[src/rtl/simple_counter_checker_sat_counter.sv]
// Saturating up-counter with synchronous clear; an increment in the same
// cycle as a clear counts from zero, so the result is 1.
module sat_counter #(
  parameter int unsigned WIDTH = 8
) (
  input  logic             clk,
  input  logic             reset,
  input  logic             inc,
  input  logic             clr,
  output logic [WIDTH-1:0] count
);

  logic [WIDTH-1:0] count_q;
  logic [WIDTH-1:0] count_d;
  logic [WIDTH-1:0] base;

  // Next count: clear selects the base, increment applies on top unless saturated.
  always_comb begin
    base    = clr ? '0 : count_q;
    count_d = base;
    if (inc && (base != '1)) begin
      count_d = base + WIDTH'(1);
    end
  end

  // Count register.
  always_ff @(posedge clk) begin
    if (reset) begin
      count_q <= '0;
    end else begin
      count_q <= count_d;
    end
  end

  assign count = count_q;

endmodule

[config.mk]
export PLATFORM = sky130hd
export DESIGN_NAME = sat_counter
export DESIGN_NICKNAME = d
export VERILOG_FILES = /design/src/rtl/simple_counter_checker_sat_counter.sv
export SDC_FILE = /design/constraint.sdc
export NUM_CORES = 1
export LEC_CHECK = 0
export ABC_AREA = 1
export BUFFER_PORTS_ARGS = -buffer_cell sky130_fd_sc_hd__buf_2
export CAP_MARGIN = 15
export CORE_AREA = 3 3 40 42
export CTS_CLUSTER_DIAMETER = 30
export DETAILED_ROUTE_END_ITERATION = 6
export DIE_AREA = 0 0 43 45
export PLACE_DENSITY = 0.68
export SLEW_MARGIN = 25
export SYNTH_ARGS = -nofsm -noshare
export SYNTH_HDL_FRONTEND = slang
export SYNTH_SLANG_ARGS = --single-unit
[constraint.sdc]
create_clock -name clk -period 1.8 [get_ports clk]
set_input_delay 0.36 -clock clk [delete_from_list [all_inputs] [get_ports clk]]
set_output_delay 0.36 -clock clk [all_outputs]
set_load 0.005 [all_outputs]
Word level (Yosys, flattened, before mapping)
Index checks and enable logic that the tools add are counted.

Divide/modulo/power cells: 0. Shifts and indexed selects: 0. Bitwise logic cells: 0. Mux-type cells: 2. Reduce and logical (&&, ||, !) cells: 1. Equal/unequal tests: 1. Multipliers: 0. Add/sub/neg operators: 1. Order comparisons: 0.

Operator list (number): 8-bit two-way mux (2); 8-bit by 1-bit adder with 8-bit output (second input constant) (1); 8-bit != test (second input constant) (1); 1-bit logical AND (1).

Memories kept: 0. Latch bits: 0. Bits in registers: 8. Memory bits (writable): 0. Bits in read-only memories: 0. Output and inout bits: 8.

Depth between registers and ports, before layout
Depth after elaboration: 4. Mapped depth: 7.

Worst setup path after synthesis
Ideal clock, no wire load.

Kind: register to register. From: register count_q[1], in the netlist count[1]. To: register count_q[6], in the netlist count[6]. Path buffers: 0. Stages on the path, launching flop included: 8. Data arrival time: 0.962 ns. Path slack: 0.723 ns. Period minus slack after synthesis: 1.077 ns. Cell sequence: dfxtp_1 -> inv_1 -> nor2_1 -> nand3_2 -> nor2_2 -> nand3_1 -> nand2_1 -> nor2_1.

Word-level cells in the longest chain between the ends: 4.

Ends and longest elaborated chain: start: declaration (line 13) `logic [WIDTH-1:0] count_q;`; start signal: assignment (line 31) `count_q <= count_d;`; 8-bit two-way mux (*) (line 19) `base = clr ? '0 : count_q;`; branches (longest 2 deep; another with 8-bit by 1-bit adder with 8-bit output); 8-bit two-way mux (*) (line 21) `if (inc && (base != '1)) begin`.

Mark *: on every way between the ends. A chain may end at the register's enable or synchronous reset.

Worst setup path after layout
Same ends and word-level chain as after synthesis.

==> results.json <==
{
  "hold_violations": 0,
  "fin_crit_ns": 1.18,
  "cts_buffer_depth": 2,
  "synth.distinct_cells": 12,
  "viasPerCell": 4.61,
  "status": "finished clean",
  "rows": 13,
  "max_clock_freq_ghz": 0.845,
  "dpl.hpwl_um": 807,
  "postCtsSetupBuffers": 0,
  "yosysWarnings": 0,
  "yosysTopAreaCell": "dfxtp_1",
  "hold_path_class": "input port to register",
  "p_per_area_mw_per_mm2": 603,
  "clkSlewWorstSetupHoldPaths_ns": 0.05,
  "die_height_um": 45,
  "cts_buffers": 3,
  "drcViolationCount": 0,
  "ctsHoldBuffers": 0,
  "period_share_pct": 65.7,
  "ys_top_cells_by_area": "dfxtp_1 34%, nand2_1 12%, inv_1 9.6%",
  "crit_path_end_kind": "register",
  "route.met2.wl_um": 440,
  "htreeDepth": 1,
  "cts_sinks": 8,
  "fin_skew_ns": 0.00184,
  "worstPathArrival_ns": 1.33,
  "avgRoutedWirePerCell_um": 9.85,
  "drv_cap": 0,
  "vias": 461,
  "total_power_mw": 0.342,
  "io_pins": 12,
  "yosysTopAreaCellShare_pct": 34.0,
  "syn-num-nets": 75,
  "setup_tns_ns": 0,
  "rsz0062_at_grt": "false",
  "postRouteAntennaNets": 0,
  "portBuffers": 11,
  "clk_latency_ns": 0.25,
  "post_cts_resized": 0,
  "criticalPathCategory": "register to register",
  "largest_reg_flops": 8,
  "cts_tree": "done",
  "grt_first_pass_wirelength_mm": 1.54,
  "netlist_area_sq_um": 470,
  "drt_first_pass_iters": 2,
  "maxSlewHeadroom_pct": 85.5,
  "gr-total-overflow": 0,
  "start_util_pct": 36.6,
  "track_usage_pct": 10.7,
  "wl_met3_um": 46,
  "ys_seq_area_share_pct": 34.0,
  "drt-initial-drc-count": 4,
  "gp_congestion": 0.768,
  "p_leak_nw": 0.295,
  "area_delta_synth_final_pct": 20.5,
  "wirelength_um": 985,
  "synth_seq_cells": 8,
  "irDropWorstVdd_mv": 0.294,
  "setup_violations": 0,
  "wl_met1_um": 469,
  "start_kind": "register",
  "worstPathRequired_ns": 1.95,
  "coreArea_sq_mm": 0.00128,
  "antenna_found_initial": 0,
  "grt_pass1_vias": 381,
  "dr.max_layer_used": "met4",
  "worst_slew_pin_slew_ns": 0.216,
  "syn_avg_cell_area_sq_um": 6.63,
  "slew_violations": 0,
  "cts-root-buf": "clkbuf_4",
  "die-area_sq_mm": 0.00194,
  "synth_cells": 71,
  "critPathMaxFanout": 4,
  "diodes": 0,
  "drive_above_1_share_pct": 28.2,
  "grt_max_degree": 11,
  "dieWidth_um": 43,
  "nets": 91
}
routing by layer:
metal / up-vias / GRT usage (%)
met5: - / 0
met4: 0 / 9.04
met3: 4 / 2.79
met2: 9 / 16.5
met1: 198 / 12.5
li1: 250 / -
worst paths after layout:
| path | startpoint | end | slack [ns] | cells after the start |
|---|---|---|---|---|
| max | count[1]$_SDFF_PP0_ | count[6]$_SDFF_PP0_ | 0.62 | 7 |
| min | reset | count[7]$_SDFF_PP0_ | 0.27 | 2 |
| max reg2reg | count[1]$_SDFF_PP0_ | count[6]$_SDFF_PP0_ | 0.62 | 7 |
| min reg2reg | count[7]$_SDFF_PP0_ | count[7]$_SDFF_PP0_ | 0.51 | 2 |
logic make-up after synthesis:
group / count (synthesis) / share of synthesized area, %
buffers and inverters: 13 / 10.9
AO/OA/AOI/OAI: 9 / 9.57
flip-flops: 8 / 34.0
AND/OR/NAND/NOR: 41 / 45.5
synth_stat cells:
cell type	n
nand2_1	15
inv_1	12
nor2_1	11
a21oi_1	8
dfxtp_1	8
nand3_1	6
nand3_2	4
nor2_2	2
nor2_4	2
inv_4	1
nand2_4	1
o21ai_0	1
worst max-delay path, stage by stage (launching register included):
cell	delay (ns)
dfxtp_1	0.36
inv_1	0.05
nor2_1	0.15
nand3_2	0.14
nor2_2	0.19
nand3_1	0.09
nand2_1	0.07
nor2_1	0.03
layout make-up:
cell class / count / area, sq um
Clock buffer: 3 / 22.5
Fill cell: 139 / 718
Multi-Input combinational cell: 50 / 259
Sequential cell: 8 / 160
Tap cell: 15 / 18.8
Inverter: 13 / 51.3
Timing Repair Buffer: 11 / 55.1
per-stage QoR:
stage / hold WS [ns] / instance area [sq um] / setup slack (ns) / cells / utilization [%]
2_1_floorplan: 0.429 / 470 / 0.723 / 71 / -
3_3_place_gp: 0.506 / 544 / 0.479 / 97 / 42.4
3_5_place_dp: 0.509 / 544 / 0.484 / 97 / 42.4
4_1_cts: 0.269 / 567 / 0.606 / 100 / 44.1
5_1_grt: 0.279 / 567 / 0.480 / 100 / 44.1
6_report: 0.271 / 567 / 0.617 / 100 / 44.1
layout by cell type, fill, tap and decap left out, drive strengths merged:
cell	n
buf	11
nor2	15
o21ai	1
inv	13
nand2	16
a21oi	8
clkbuf	3
nand3	10
dfxtp	8
power breakdown:
part / switching, mW / internal, mW / total, mW / leakage, nW
logic: 0.0151 / 0.00871 / 0.0239 / 0.216
registers: 0.00271 / 0.180 / 0.182 / 0.0648
clock network: 0.0594 / 0.0762 / 0.136 / 0.0138
No activity file was read; power rests on OpenSTA's default activity.
